**config.mk**
```make
export PLATFORM = sky130hd
export DESIGN_NAME = mul_div_unit_flat
export DESIGN_NICKNAME = d
export VERILOG_FILES = /design/src/rtl/mul_div_unit_if.sv /design/src/rtl/mul_div_unit.sv /design/src/flat_wrapper.sv
export SDC_FILE = /design/constraint.sdc
export NUM_CORES = 1
export LEC_CHECK = 0
export ABC_AREA = 0
export CAP_MARGIN = 20
export CORE_MARGIN = 1.5
export CORE_UTILIZATION = 57
export DETAILED_ROUTE_END_ITERATION = 10
export PLACE_DENSITY = 0.82
export SLEW_MARGIN = 20
export SYNTH_ARGS = -nofsm -noshare
export SYNTH_HDL_FRONTEND = slang
export SYNTH_SLANG_ARGS = --single-unit
export TNS_END_PERCENT = 50
```
**constraint.sdc**
```tcl
create_clock -name clk -period 3.7 [get_ports clk]
set_input_delay 0.555 -clock clk [delete_from_list [all_inputs] [get_ports clk]]
set_output_delay 0.555 -clock clk [all_outputs]
set_load 0.02 [all_outputs]
```
**src/rtl/mul_div_unit_if.sv**
```systemverilog
// Request/result bundle between an issuing pipeline and mul_div_unit.
// The master drives start/op/a/b; the slave returns busy/done/divzero and HI/LO.
interface mul_div_unit_if #(
  parameter int WIDTH = 32
);
  logic             start;
  logic [2:0]       op;
  logic [WIDTH-1:0] a;
  logic [WIDTH-1:0] b;
  logic             busy;
  logic             done;
  logic             divzero;
  logic [WIDTH-1:0] hi;
  logic [WIDTH-1:0] lo;

  modport master (
    output start, op, a, b,
    input  busy, done, divzero, hi, lo
  );

  modport slave (
    input  start, op, a, b,
    output busy, done, divzero, hi, lo
  );
endinterface

```
**src/rtl/mul_div_unit.sv**
```systemverilog
// Iterative MIPS-style HI/LO multiply/divide unit: 32-cycle shift-add multiply, 32-cycle restoring divide.
// Divide support is compiled only when MULDIV_DIVIDE_EN is defined; otherwise DIV/DIVU are ignored.
module mul_div_unit #(
  parameter int WIDTH = 32
) (
  input  logic           clk,
  input  logic           reset,
  mul_div_unit_if.slave  bus
);

  localparam logic [2:0] OP_MULT  = 3'b000;
  localparam logic [2:0] OP_MULTU = 3'b001;
  localparam logic [2:0] OP_MTHI  = 3'b100;
  localparam logic [2:0] OP_MTLO  = 3'b101;
`ifdef MULDIV_DIVIDE_EN
  localparam logic [2:0] OP_DIV   = 3'b010;
  localparam logic [2:0] OP_DIVU  = 3'b011;
`endif

`ifdef MULDIV_DIVIDE_EN
  typedef enum logic [1:0] {S_IDLE = 2'd0, S_MUL = 2'd1, S_DIV = 2'd2, S_FIX = 2'd3} state_t;
`else
  typedef enum logic [1:0] {S_IDLE = 2'd0, S_MUL = 2'd1, S_FIX = 2'd3} state_t;
`endif

  state_t             state_q, state_d;
  logic [5:0]         cnt_q;
  logic [2*WIDTH-1:0] acc_q;
  logic [WIDTH-1:0]   opb_q;
  logic [WIDTH-1:0]   hi_q, lo_q;
  logic               neg_q;
  logic               done_q;

  logic               is_signed;
  logic [WIDTH-1:0]   abs_a, abs_b;
  logic               load_mul, wr_hi, wr_lo;
  logic               last_iter;

  // Only the signed forms take magnitudes; result sign is restored in FIX.
  assign is_signed = (bus.op == OP_MULT)
`ifdef MULDIV_DIVIDE_EN
                     || (bus.op == OP_DIV)
`endif
                     ;
  assign abs_a     = (is_signed && bus.a[WIDTH-1]) ? (~bus.a + 1'b1) : bus.a;
  assign abs_b     = (is_signed && bus.b[WIDTH-1]) ? (~bus.b + 1'b1) : bus.b;
  assign last_iter = (cnt_q == 6'd31);

  // Shift-add step: low half holds the remaining multiplier bits, high half the partial sum.
  logic [WIDTH:0]     mul_sum;
  logic [2*WIDTH-1:0] mul_next;
  logic [2*WIDTH-1:0] prod_fix;

  assign mul_sum  = {1'b0, acc_q[2*WIDTH-1:WIDTH]} + (acc_q[0] ? {1'b0, opb_q} : {(WIDTH+1){1'b0}});
  assign mul_next = {mul_sum, acc_q[WIDTH-1:1]};
  assign prod_fix = neg_q ? (~acc_q + 1'b1) : acc_q;

`ifdef MULDIV_DIVIDE_EN
  logic               load_div;
  logic               is_div_q, neg_r_q, dz_q, divzero_q;
  logic [WIDTH:0]     div_shift, div_diff;
  logic               div_ge;
  logic [2*WIDTH-1:0] div_next;
  logic [WIDTH-1:0]   quo_fix, rem_fix;

  // Restoring step on {remainder, dividend/quotient}: quotient bits enter at the bottom.
  assign div_shift = {acc_q[2*WIDTH-1:WIDTH], acc_q[WIDTH-1]};
  assign div_diff  = div_shift - {1'b0, opb_q};
  assign div_ge    = (div_shift >= {1'b0, opb_q});
  assign div_next  = div_ge ? {div_diff[WIDTH-1:0], acc_q[WIDTH-2:0], 1'b1}
                            : {div_shift[WIDTH-1:0], acc_q[WIDTH-2:0], 1'b0};
  assign quo_fix   = neg_q   ? (~acc_q[WIDTH-1:0] + 1'b1) : acc_q[WIDTH-1:0];
  assign rem_fix   = neg_r_q ? (~acc_q[2*WIDTH-1:WIDTH] + 1'b1) : acc_q[2*WIDTH-1:WIDTH];
`endif

  always_comb begin
    state_d  = state_q;
    load_mul = 1'b0;
    wr_hi    = 1'b0;
    wr_lo    = 1'b0;
`ifdef MULDIV_DIVIDE_EN
    load_div = 1'b0;
`endif
    case (state_q)
      S_IDLE: begin
        if (bus.start) begin
          case (bus.op)
            OP_MULT, OP_MULTU: begin
              load_mul = 1'b1;
              state_d  = S_MUL;
            end
`ifdef MULDIV_DIVIDE_EN
            OP_DIV, OP_DIVU: begin
              load_div = 1'b1;
              state_d  = S_DIV;
            end
`endif
            OP_MTHI: wr_hi = 1'b1;
            OP_MTLO: wr_lo = 1'b1;
            default: ;
          endcase
        end
      end
      S_MUL: if (last_iter) state_d = S_FIX;
`ifdef MULDIV_DIVIDE_EN
      S_DIV: if (last_iter) state_d = S_FIX;
`endif
      S_FIX:   state_d = S_IDLE;
      default: state_d = S_IDLE;
    endcase
  end

  always_ff @(posedge clk) begin
    if (reset) begin
      state_q   <= S_IDLE;
      cnt_q     <= 6'd0;
      acc_q     <= '0;
      opb_q     <= '0;
      hi_q      <= '0;
      lo_q      <= '0;
      neg_q     <= 1'b0;
      done_q    <= 1'b0;
`ifdef MULDIV_DIVIDE_EN
      is_div_q  <= 1'b0;
      neg_r_q   <= 1'b0;
      dz_q      <= 1'b0;
      divzero_q <= 1'b0;
`endif
    end else begin
      state_q   <= state_d;
      done_q    <= 1'b0;
`ifdef MULDIV_DIVIDE_EN
      divzero_q <= 1'b0;
`endif
      if (load_mul) begin
        acc_q    <= {{WIDTH{1'b0}}, abs_b};
        opb_q    <= abs_a;
        neg_q    <= is_signed && (bus.a[WIDTH-1] ^ bus.b[WIDTH-1]);
        cnt_q    <= 6'd0;
`ifdef MULDIV_DIVIDE_EN
        is_div_q <= 1'b0;
`endif
      end
`ifdef MULDIV_DIVIDE_EN
      if (load_div) begin
        acc_q    <= {{WIDTH{1'b0}}, abs_a};
        opb_q    <= abs_b;
        neg_q    <= is_signed && (bus.a[WIDTH-1] ^ bus.b[WIDTH-1]);
        neg_r_q  <= is_signed && bus.a[WIDTH-1];
        dz_q     <= (bus.b == '0);
        cnt_q    <= 6'd0;
        is_div_q <= 1'b1;
      end
`endif
      if (wr_hi) hi_q <= bus.a;
      if (wr_lo) lo_q <= bus.a;

      case (state_q)
        S_MUL: begin
          acc_q <= mul_next;
          cnt_q <= cnt_q + 6'd1;
        end
`ifdef MULDIV_DIVIDE_EN
        S_DIV: begin
          acc_q <= div_next;
          cnt_q <= cnt_q + 6'd1;
        end
`endif
        S_FIX: begin
          done_q <= 1'b1;
          cnt_q  <= 6'd0;
`ifdef MULDIV_DIVIDE_EN
          // A zero divisor keeps HI/LO intact and only raises the flag.
          if (is_div_q) begin
            if (dz_q) begin
              divzero_q <= 1'b1;
            end else begin
              hi_q <= rem_fix;
              lo_q <= quo_fix;
            end
          end else begin
            hi_q <= prod_fix[2*WIDTH-1:WIDTH];
            lo_q <= prod_fix[WIDTH-1:0];
          end
`else
          hi_q <= prod_fix[2*WIDTH-1:WIDTH];
          lo_q <= prod_fix[WIDTH-1:0];
`endif
        end
        default: ;
      endcase
    end
  end

  assign bus.busy = (state_q != S_IDLE);
  assign bus.done = done_q;
  assign bus.hi   = hi_q;
  assign bus.lo   = lo_q;
`ifdef MULDIV_DIVIDE_EN
  assign bus.divzero = divzero_q;
`else
  assign bus.divzero = 1'b0;
`endif

endmodule

```
**src/flat_wrapper.sv**
```systemverilog
// flat-port wrapper written by rule: the top's interface ports become plain ports
module mul_div_unit_flat 
#(
  parameter int WIDTH = 32
)
  (clk, reset, bus_start, bus_op, bus_a, bus_b, bus_busy, bus_done, bus_divzero, bus_hi, bus_lo);
  mul_div_unit_if #(.WIDTH(WIDTH)) bus_i ();
  input  logic clk;
  input  logic reset;
  input wire logic [$bits(bus_i.start)-1:0] bus_start;
  input wire logic [$bits(bus_i.op)-1:0] bus_op;
  input wire logic [$bits(bus_i.a)-1:0] bus_a;
  input wire logic [$bits(bus_i.b)-1:0] bus_b;
  output wire logic [$bits(bus_i.busy)-1:0] bus_busy;
  output wire logic [$bits(bus_i.done)-1:0] bus_done;
  output wire logic [$bits(bus_i.divzero)-1:0] bus_divzero;
  output wire logic [$bits(bus_i.hi)-1:0] bus_hi;
  output wire logic [$bits(bus_i.lo)-1:0] bus_lo;
  assign bus_i.start = bus_start;
  assign bus_i.op = bus_op;
  assign bus_i.a = bus_a;
  assign bus_i.b = bus_b;
  assign bus_busy = bus_i.busy;
  assign bus_done = bus_i.done;
  assign bus_divzero = bus_i.divzero;
  assign bus_hi = bus_i.hi;
  assign bus_lo = bus_i.lo;
  mul_div_unit #(.WIDTH(WIDTH)) u_core (.clk(clk), .reset(reset), .bus(bus_i));
endmodule
```
==> reports/qor_table.md <==
| Parameter | Value | Unit |
|---|---|---|
| Chip height | 142 | um |
| Gate count of the mapped netlist | 1,347 | - |
| Count of cell types in the netlist | 73 | - |
| Setup tns final | 0 | ns |
| Post-route ant nets | 0 | - |
| Core Box Area | 18,800 | um^2 |
| Setup clock skew after layout | 0.00836 | ns |
| HPWL after detailed placement | 24,600 | um |
| Ant. Diodes | 0 | - |
| Share of the clock period used by the worst path after layout | 91.3 | % |
| Vias in the first global route | 9,786 | - |
| Routed wirelength normalized by instance count | 20.1 | um |
| Global placement routability congestion | 0.972 | - |
| Worst-case clock buffer depth | 2 | - |
| Count of maximum capacitance violations | 0 | - |
| Sort of element at the end of the critical path | flop | - |
| Number of sinks driven by the clock tree | 170 | - |
| First-pass iteration count of the detailed router | 6 | - |
| Asr flop ratio synth | 0 | % |
| Clock buffers created by TritonCTS | 17 | - |
| Area Overhead vs Synth | 19.1 | % |
| Count of final max-slew check failures | 0 | - |
| Predominant post-synthesis flop cell | sky130_fd_sc_hd__dfxtp_1 | - |
| Count of routing violations after the opening detailed-route iteration | 1,206 | - |
| Largest family of logic cells by synthesized area | compound AO/OA/AOI/OAI gates | - |
| Mapped Avg Cell Area | 8.13 | um^2 |
| Total via count in the routed design | 10,900 | - |
| Post-CTS repair timing setup buffer count | 0 | - |
| Pwr/cell area | 336 | nW/um^2 |
| Library cell used as clock root buffer | sky130_fd_sc_hd__clkbuf_16 | - |
| Number of antenna violations at the first check in global routing | 0 | - |
| Startpoint types | flop | - |
| Post-synth EDFFs | 0 | - |
| Relative slew margins | 36.6 | % |
| Number of hold violations in the final report | 0 | - |
| Class of the most critical setup path | reg -> reg | - |
| Boundary Pins | 137 | - |
| Register clock-pin slew on the reported worst setup and hold paths | 0.07 | ns |
| Status | complete, no violations | - |
| P_leak | 0.00520 | uW |
| Die Footprint | 20,100 | um^2 |
| Setup violation total in the final timing report | 0 | - |
| Seq. cell area | 3400 | um^2 |
| Share of post-route cells with drive strength above 1 | 6.52 | % |
| Cell area after placement | 12,500 | um^2 |
| Post-layout total power | 4390 | uW |
| Count of buffers inserted at the top-level ports | 135 | - |
| Number of placement rows | 50 | - |
| Routed WL | 33,900 | um |
| Minimum setup slack after placement | 0.144 | ns |
| Share of synthesized cell area in and, or, nand and nor gates | 18.6 | % |
| Arrival time worst endpoint | 3.73 | ns |
| Via/cell ratio | 6.45 | - |
| Die X-Extent | 142 | um |
| Worst setup path startpoint | u_core.acc_q[0] | - |
| Synthesized-area fraction occupied by adder cells | 4.30 | % |
| Maximum resistive drop on vdd | 0.369 | mV |
| DR DRC count | 0 | - |
| Least-Margin Pin Slew | 0.951 | ns |
| Maximum operating frequency | 296 | MHz |
| Skew-Pair Late Insertion Delay | 0.45 | ns |
| Setup WS post-layout | 0.322 | ns |
| Overflow left after global routing | 0 | - |
| Minimum clock period | 3.38 | ns |
| Wire length of the first global-routing pass | 53,000 | um |
| Startpoint of the tightest hold check path | u_core.cnt_q[5] | - |
| Starting density of the core | 58.4 | % |
| Req. time, crit path | 4.06 | ns |
| Post-CTS Resized | 0 | - |
| Multiplexer share of the synthesized area | 5.59 | % |
| Total nets after synthesis | 1,454 | - |
| Share of the synthesized netlist area taken by xor and xnor gates | 11.5 | % |
| Startpoint of the lowest-slack register-to-register path | u_core.acc_q[0] | - |
| Post-Synthesis Cell Area | 11,000 | um^2 |
| Number of H-tree levels | 4 | - |
| Hold WS | 0.453 | ns |
| Register area share after synthesis | 31.1 | % |
| GRT Total Usage | 33.8 | % |
| Largest fanout of any net on the critical path | 31 | - |
| Count of hold buffers inserted by post-cts repair | 0 | - |
| Compound-Gate Fraction of Synth Area | 24.3 | % |
| Number of register bits inferred by synthesis | 170 | - |
| Net count, final | 1,552 | - |
| FILL cells | 1,490 | - |
| Pin count of the biggest net entering global routing | 90 | - |
| CTS tree | yes | - |
| Count of warnings emitted by yosys | 0 | - |
| Area used by multi-input combinational logic | 7060 | um^2 |
| Unrepaired setup endpoints after global routing | false | - |
| Tightest Hold Check Type | reg -> reg | - |
| Final instance area | 13,000 | um^2 |
-- layout by cell type (no fill, tap or decap), drive strengths merged, types with 42 or more instances in the layout --
cell type / synthesis / final
dfxtp: 170 / 170
nor2: 147 / 147
clkdlybuf4s50: 1 / 134
a21oi: 91 / 91
o21ai: 90 / 90
nand2: 87 / 87
xnor2: 73 / 73
xor2: 71 / 71
mux2i: 60 / 60
a211oi: 52 / 52
o22ai: 42 / 42
-- stage by stage --
| step | std cells | util [%] |
|---|---|---|
| 3_3_place_gp | 1660 | 66.4 |
| 5_1_grt | 1692 | 69.5 |
| 6_report | 1692 | 69.5 |
| 3_5_place_dp | 1660 | 66.4 |
| 4_1_cts | 1692 | 69.5 |
| 2_1_floorplan | 1347 | - |
-- final timing paths --
| kind | to | slack (ns) | cells after the start |
|---|---|---|---|
| setup / recovery | u_core.acc_q[59] | 0.32 | 12 |
| hold / removal | u_core.state_q[1] | 0.45 | 1 |
| setup reg to reg | u_core.acc_q[59] | 0.32 | 12 |
| hold reg to reg | u_core.state_q[1] | 0.45 | 1 |
-- cells in the mapped netlist (7+ instances only) --
library cell               instances  share of area [%]
sky130_fd_sc_hd__nand3_1          14               0.64
sky130_fd_sc_hd__a211oi_1         52                3.6
sky130_fd_sc_hd__a22oi_1          17                1.2
sky130_fd_sc_hd__xnor2_1          73                5.8
sky130_fd_sc_hd__nor2_1          147                5.0
sky130_fd_sc_hd__nor4_1           10               0.57
sky130_fd_sc_hd__a21o_1           16                1.1
sky130_fd_sc_hd__nand2_1          87                3.0
sky130_fd_sc_hd__or2_2             7               0.40
sky130_fd_sc_hd__nand2b_1         14               0.80
sky130_fd_sc_hd__mux2i_1          60                5.5
sky130_fd_sc_hd__dfxtp_1         170                 31
sky130_fd_sc_hd__o41ai_1          11               0.88
sky130_fd_sc_hd__nand4_1           9               0.51
sky130_fd_sc_hd__o31ai_1          32                2.2
sky130_fd_sc_hd__a31oi_1           7               0.40
sky130_fd_sc_hd__a222oi_1         11                1.0
sky130_fd_sc_hd__nor3_1           26                1.2
sky130_fd_sc_hd__clkbuf_1         76                2.6
sky130_fd_sc_hd__o22ai_1          42                2.4
sky130_fd_sc_hd__inv_1            22               0.75
sky130_fd_sc_hd__or3_1            24                1.4
sky130_fd_sc_hd__o21ai_0          89                4.1
sky130_fd_sc_hd__and3_1            7               0.40
sky130_fd_sc_hd__or4_1             9               0.62
sky130_fd_sc_hd__ha_1             36                4.1
sky130_fd_sc_hd__xor2_1           71                5.7
sky130_fd_sc_hd__a21oi_1          91                4.2
sky130_fd_sc_hd__and2_1           34                1.9
-- cells by family (layout without fill, tap and decap cells) --
kind of cell               count (synthesis)  after routing
adders and majority gates                 37             37
buffers and inverters                    113            224
other                                      1              1
and+or+nand+nor                          411            411
xor gates and xnor gates                 144            144
muxes                                     61             61
DFF                                      170            170
AOI/OAI and AO/OA                        410            410
-- layout make-up --
cell class / instances / share of cell area, %
repair buffers: 170 / 12.5
clock buffers: 18 / 3.37
well taps: 234 / 2.25
inverters: 22 / 0.633
clock inverters: 14 / 1.03
multi-input cells: 1064 / 54.2
flip-flops and latches: 170 / 26.1
-- worst max-delay path: stages (launching register included) --
cell,delay [ns]
sky130_fd_sc_hd__dfxtp_1,0.35
sky130_fd_sc_hd__buf_4,0.31
sky130_fd_sc_hd__nand2_1,0.15
sky130_fd_sc_hd__fa_1,0.44
sky130_fd_sc_hd__nor2b_1,0.20
sky130_fd_sc_hd__o211ai_1,0.16
sky130_fd_sc_hd__a211oi_1,0.35
sky130_fd_sc_hd__o211ai_1,0.18
sky130_fd_sc_hd__a2111oi_0,0.45
sky130_fd_sc_hd__buf_4,0.19
sky130_fd_sc_hd__o211ai_1,0.11
sky130_fd_sc_hd__and3_1,0.20
sky130_fd_sc_hd__o31ai_1,0.20
-- state kept, by name, indices dropped and copies added, names as in the netlist --
register / count
u_core.bus.lo: 32
u_core.bus.hi: 32
u_core.neg_q: 1
u_core.opb_q: 32
u_core.bus.done: 1
u_core.cnt_q: 6
u_core.acc_q: 64
u_core.state_q: 2
-- where the power goes --
| part | leakage, uW | switching [uW] | internal (uW) | total (uW) |
|---|---|---|---|---|
| sequential | 0.00138 | 48.9 | 1880 | 1930 |
| clock | 0.000284 | 822 | 960 | 1780 |
| combinational | 0.00354 | 401 | 275 | 676 |
-- routing by layer --
metal | vias up | wire length [um] | global-route usage (%) | part of all wire (%)
met5 | - | 0 | 0 | 0
met3 | 92 | 2740 | 5.43 | 8.1
met2 | 581 | 15400 | 53.4 | 45
met1 | 5128 | 14400 | 45.9 | 43
met4 | 0 | 1320 | 14.5 | 3.9
li1 | 5115 | - | - | -
(Power assumes the default switching activity.)
==> RTL change 1, RTL diff (same settings) <==
`WIDTH` is set to 32 in 3 places; all go to 16.
--- a/src/rtl/mul_div_unit_if.sv
+++ b/src/rtl/mul_div_unit_if.sv
@@ -1,7 +1,7 @@
 // Request/result bundle between an issuing pipeline and mul_div_unit.
 // The master drives start/op/a/b; the slave returns busy/done/divzero and HI/LO.
 interface mul_div_unit_if #(
-  parameter int WIDTH = 32
+  parameter int WIDTH = 16
 );
   logic             start;
   logic [2:0]       op;
--- a/src/rtl/mul_div_unit.sv
+++ b/src/rtl/mul_div_unit.sv
@@ -1,7 +1,7 @@
 // Iterative MIPS-style HI/LO multiply/divide unit: 32-cycle shift-add multiply, 32-cycle restoring divide.
 // Divide support is compiled only when MULDIV_DIVIDE_EN is defined; otherwise DIV/DIVU are ignored.
 module mul_div_unit #(
-  parameter int WIDTH = 32
+  parameter int WIDTH = 16
 ) (
   input  logic           clk,
   input  logic           reset,
--- a/src/flat_wrapper.sv
+++ b/src/flat_wrapper.sv
@@ -1,7 +1,7 @@
 // flat-port wrapper written by rule: the top's interface ports become plain ports
 module mul_div_unit_flat 
 #(
-  parameter int WIDTH = 32
+  parameter int WIDTH = 16
 )
   (clk, reset, bus_start, bus_op, bus_a, bus_b, bus_busy, bus_done, bus_divzero, bus_hi, bus_lo);
   mul_div_unit_if #(.WIDTH(WIDTH)) bus_i ();
Ports: changed (resized bus_a, bus_b, bus_hi and bus_lo); port bits go from 137 to 73. The function was not compared with the original's and may differ.
==> RTL change 1 against the unedited design <==
  * Wire length shrank 51%
  * Core utilization decreased by 0.34 points
  * Synthesized area is 47% lower
  * Cell count is 48% lower
  * Largest cell class unchanged
  * Power down 51%
  * Sequential cell count fell by 80
  * Setup slack improved by 0.30 ns
  * Final area shrank 48%
  * Highest routed layer unchanged
  * Non-clock buffer count down 89
  * Clock skew is 0.00082 ns higher
==> RTL change 1: results (changes against the unedited design) <==
Parameter                              Value

Placement
  Cell Area, Placed ... 6526 um2 (-48%)
  Weighted congestion at the end of routability-driven global placement ... 0.9410 (-3.2%)
  Half-perimeter wire length after detailed placement ... 12,530 um (-49%)
  Pre-CTS setup slack ... 0.6361 ns (+0.4924 ns)
  Number of port buffers ... 71 (-47%)

Clock network
  CTS clk-pin slew, worst paths ... 0.10 ns (+0.03 ns)
  Clock Latency Late Sink ... 0.38 ns (-0.07 ns)
  CTS Buf Count ... 9 (-8)
  Clock H-tree levels ... 3 (-1)
  CTS Root Buffer Type ... clkbuf_8

Synth
  Cell types occupying the most area after synthesis ... dfxtp_1, xnor2_1, nor2_1
  Synthesized Nets ... 762 (-48%)
  Sequential cell area fraction in the yosys report ... 31.26% (+0.19 points)
  Commonest cells post-synth ... nor2_1, dfxtp_1, nand2_1
  Number of unique standard cell types used by synthesis ... 72 (-1.4%)

STA
  Worst-margin pin slew ... 0.7950 ns (-0.1563 ns)
  Worst Skew ... 0.009184 ns (+0.0008199 ns)

GRT
  Overall Global Routing Usage ... 31.68% (-2.1 points)
  First-pass GRT wire length ... 27,320 um (-48%)
  Largest net degree at the start of global routing ... 55 (-39%)
  Number of global-route vias before repair ... 5,325 (-46%)

Run status
  Result of the run ... finished, final reports clean

Layout
  Max reg flops ... 32 (-50%)
  Share of layout cells above drive strength 1 ... 5.836% (-0.68 points)
  Final net count ... 808 (-48%)
  Count of filler cells inserted in the layout ... 828 (-44%)

Pwr
  Pint ... 1.523 mW (-51%)
  Leakage power ... 2.601 nW (-50%)
  Worst-case vdd ir drop ... 0.2034 mV (-45%)

Detailed routing
  Detail-routed via count per cell ... 6.366 (-1.3%)
  Top Layer Used ... met4
  Sum of met2 wire segment lengths after detailed routing ... 7827 um (-49%)
  Sum of routed wire length over all layers ... 16,730 um (-51%)
  Routed length on met1 ... 6931 um (-52%)
  Met3 wire len ... 1253 um (-54%)
  Initial detailed-routing violation count ... 410 (-66%)
  First drt pass iteration count ... 7 (+1)

Worst setup path
  Worst-path fanout max ... 21 (-32%)
  Arrival time at the worst endpoint ... 3.36 ns (-0.37 ns)
RTL change 1: metal layers:
metal | up-vias | track usage, %
li1 | 2664 | -
met1 | 2648 | 41.12
met2 | 279 | 52.38
met3 | 56 | 3.461
met4 | 0 | 15.97
met5 | - | 0
RTL change 1: worst paths after layout:
| kind | from | end | depth (start not counted) | slack [ns] |
|---|---|---|---|---|
| max | u_core.acc_q[0]$_SDFFE_PP0P_ | u_core.acc_q[28]$_SDFFE_PP0P_ | 9 | 0.62 |
| min | u_core.opb_q[0]$_SDFFE_PP0P_ | u_core.opb_q[0]$_SDFFE_PP0P_ | 2 | 0.46 |
| max reg2reg | u_core.acc_q[0]$_SDFFE_PP0P_ | u_core.acc_q[28]$_SDFFE_PP0P_ | 9 | 0.62 |
| min reg2reg | u_core.opb_q[0]$_SDFFE_PP0P_ | u_core.opb_q[0]$_SDFFE_PP0P_ | 2 | 0.46 |
RTL change 1: cell families (layout without fill, tap and decap cells):
family / Yosys count / in the layout / synth area share, %
compound gates: 194 / 194 / 23.25
simple gates: 238 / 238 / 21.36
flops: 90 / 90 / 31.26
buf+inv: 66 / 117 / 4.494
other cells: 1 / 1 / 0.06507
mux: 31 / 31 / 5.449
xor+xnor: 62 / 62 / 9.422
fa+ha+maj: 21 / 21 / 4.690
RTL change 1: power by group through the flow:
stage | logic (mW) | clock network [mW] | registers (mW)
2_1_floorplan | 0.180 | 0 | 1.04
3_3_place_gp | 0.298 | 0 | 1.04
3_5_place_dp | 0.306 | 0 | 1.05
4_1_cts | 0.307 | 0.804 | 1.02
5_1_grt | 0.336 | 0.839 | 1.03
6_report | 0.311 | 0.797 | 1.02
RTL change 1: worst max-delay path, stage by stage (launching register included):
cell and delay (ns):
dfxtp_1 0.78, nand2_1 0.21, inv_1 0.10, ha_1 0.24
a211oi_1 0.24, o21ai_1 0.19, o2111a_1 0.30, nor3_1 0.37
a2111oi_0 0.16, or3_1 0.38
RTL change 1: layout make-up:
| cell class | instances | area share, % |
|---|---|---|
| inverters | 20 | 1.111 |
| clock inverters | 7 | 1.592 |
| multi-input cells | 547 | 54.79 |
| well taps | 133 | 2.463 |
| clock buffers | 9 | 1.833 |
| flip-flops and latches | 90 | 26.66 |
| repair buffers | 81 | 11.55 |
RTL change 1: metrics by stage:
step / power (mW) / util, % / std cells / hold WS, ns
final: 2.132 / 69.14 / 887 / 0.4560
after detailed placement: 1.351 / 66.77 / 871 / 0.4417
after CTS: 2.134 / 69.14 / 887 / 0.4558
after global placement: 1.342 / 66.77 / 871 / 0.4406
after global routing: 2.202 / 69.14 / 887 / 0.4816
after floorplan: 1.221 / - / 703 / 0.4201
==> RTL change 2, RTL diff (same settings) <==
Without the edit above. The 3 states of `state_t` get a one-hot encoding in 3 bits.
--- a/src/rtl/mul_div_unit.sv
+++ b/src/rtl/mul_div_unit.sv
@@ -20,7 +20,7 @@
 `ifdef MULDIV_DIVIDE_EN
   typedef enum logic [1:0] {S_IDLE = 2'd0, S_MUL = 2'd1, S_DIV = 2'd2, S_FIX = 2'd3} state_t;
 `else
-  typedef enum logic [1:0] {S_IDLE = 2'd0, S_MUL = 2'd1, S_FIX = 2'd3} state_t;
+  typedef enum logic [2:0] {S_IDLE = 3'b001, S_MUL = 3'b010, S_FIX = 3'b100} state_t;
 `endif
 
   state_t             state_q, state_d;
Check against the original RTL: no difference found for any inputs over 10 cycles, from zero or initial values and one cycle with reset high; not proved beyond that.
==> RTL change 2 against the unedited design <==
  * Setup slack lost 0.090 ns
  * Maximum frequency is 2.6% lower
  * Sequential cell count is 1 higher
  * Power increased by 3.3%
  * Synthesized area is essentially flat
  * Wire length is 10% higher
  * Final area up 1.8%
  * Sequential share of layout area shrank 0.31 points
  * First-iteration DRC count decreased by 3.7%
  * Critical endpoint is now u_core.bus.hi[27]$_SDFFE_PP0P_
==> RTL change 2: results (changes against the unedited design) <==
Parameter                              Value

Run status
  Result of the run ... finished, final reports clean

Worst setup path
  Worst-path fanout max ... 7 (-77%)
  R2R Path Start ... u_core.acc_q[11]$_SDFFE_PP0P_
  Endpoint of the worst register-to-register path ... u_core.bus.hi[27]$_SDFFE_PP0P_
  Arrival time at the worst endpoint ... 3.76 ns (+0.03 ns)
  R2r setup slk ... 0.23 ns (-0.09 ns)
  Length in cells of the worst reg-to-reg path ... 7 (-5)

Synth
  Cell types occupying the most area after synthesis ... dfxtp_1, xor2_1, a21oi_1
  Sequential cell area fraction in the yosys report ... 31.24% (+0.16 points)
  Post-synthesis average cell area ... 7.734 um2 (-4.9%)
  Number of unique standard cell types used by synthesis ... 63 (-14%)
  Commonest cells post-synth ... dfxtp_1, nand2_1, a21oi_1

Clock network
  CTS Root Buffer Type ... clkbuf_16
  Clock Latency Late Sink ... 0.44 ns

Detailed routing
  Detail-routed via count per cell ... 6.559 (+1.7%)
  First drt pass iteration count ... 7 (+1)
  Wire length per cell after detailed routing ... 21.14 um (+5.4%)
  Sum of routed wire length over all layers ... 37,340 um (+10%)
  Initial detailed-routing violation count ... 1,161 (-3.7%)

Placement
  Half-perimeter wire length after detailed placement ... 26,830 um (+9.0%)
  Weighted congestion at the end of routability-driven global placement ... 0.9736 (+0.17%)

Hold path
  Worst Hold End ... u_core.opb_q[31]$_SDFFE_PP0P_
  Worst hold stages ... 2 (+1)

GRT
  Number of global-route vias before repair ... 10,500 (+7.3%)
  Largest net degree at the start of global routing ... 82 (-8.9%)
  First-pass GRT wire length ... 58,470 um (+10%)
  Overall Global Routing Usage ... 37.16% (+3.4 points)

Pwr
  Worst-case vdd ir drop ... 0.2916 mV (-21%)
  Leakage power ... 4.813 nW (-7.5%)

Layout
  Count of filler cells inserted in the layout ... 1,539 (+3.3%)
  Layout Area Growth over Synthesis ... 21.17%
  Final net count ... 1,626 (+4.8%)
  Share of layout cells above drive strength 1 ... 6.462% (-0.054 points)

STA
  Worst Skew ... 0.01526 ns (+0.006892 ns)
  Remaining max-slew budget at the tightest pin ... 45.40% (+8.8 points)
## RTL change 2: worst max-delay path by stage
stage	startpoint	endpoint	slack, ns
after CTS	u_core.acc_q[11]$_SDFFE_PP0P_	u_core.bus.hi[25]$_SDFFE_PP0P_	0.29
after global placement	u_core.acc_q[6]$_SDFFE_PP0P_	u_core.bus.hi[25]$_SDFFE_PP0P_	0.36
after global routing	u_core.acc_q[11]$_SDFFE_PP0P_	u_core.bus.hi[27]$_SDFFE_PP0P_	0.1
final	u_core.acc_q[11]$_SDFFE_PP0P_	u_core.bus.hi[27]$_SDFFE_PP0P_	0.23
after detailed placement	u_core.acc_q[0]$_SDFFE_PP0P_	u_core.acc_q[59]$_SDFFE_PP0P_	0.29
after floorplan	u_core.acc_q[6]$_SDFFE_PP0P_	u_core.bus.hi[25]$_SDFFE_PP0P_	0.56
## RTL change 2: per-stage QoR
stage                     setup slack [ns]  hold WS, ns  instance area (um2)  util, %
final                               0.2320       0.4598                13280    70.75
after detailed placement            0.2898       0.4482                12630    67.31
after floorplan                     0.5606       0.4174                10960        -
after CTS                           0.2880       0.4577                13280    70.75
after global routing               0.09956       0.4863                13280    70.75
after global placement              0.3599       0.4381                12630    67.29
## RTL change 2: power breakdown
part	total (mW)	switching [mW]	internal, mW
registers	1.93	0.0419	1.88
logic	0.588	0.354	0.234
clock network	2.02	0.844	1.17
total	4.53	1.24	3.29
## RTL change 2: layout make-up
class | count | share of cell area, %
repair buffers | 181 | 12.95
flip-flops and latches | 171 | 25.80
clock buffers | 19 | 3.336
inverters | 19 | 0.5371
multi-input cells | 1129 | 53.65
well taps | 234 | 2.205
clock inverters | 13 | 1.526
## RTL change 2: timing repair
item	CTS	global route
setup buffers	0	0
resized for setup	0	1
setup endpoints to repair	0	2
## RTL change 2: cell families (layout without fill, tap and decap cells)
kind of cell / count (synthesis) / count (layout) / share of synthesized area, %
other: 1 / 1 / 0.03422
XOR/XNOR: 138 / 138 / 11.03
multiplexers: 4 / 4 / 0.3654
AND/OR/NAND/NOR: 472 / 472 / 21.12
buffers and inverters: 117 / 232 / 4.064
flip-flops: 171 / 171 / 31.24
AO/OA/AOI/OAI: 477 / 477 / 27.86
adder cells (fa/ha/maj): 37 / 37 / 4.293
## RTL change 2: layer usage
| layer | vias up | track usage [%] | wire length, um |
|---|---|---|---|
| met3 | 107 | 5.602 | 3195 |
| met4 | 0 | 15.68 | 1516 |
| met5 | - | 0 | 0 |
| met2 | 619 | 58.46 | 16850 |
| li1 | 5409 | - | - |
| met1 | 5449 | 50.85 | 15770 |
## RTL change 2: critical path, stage by stage, from the launching register on
cell,delay [ns]
dfxtp_1,0.37
or4_1,0.60
or4b_1,0.62
or3_1,0.46
or4_1,0.74
o31ai_2,0.28
xor2_1,0.17
o22ai_1,0.09
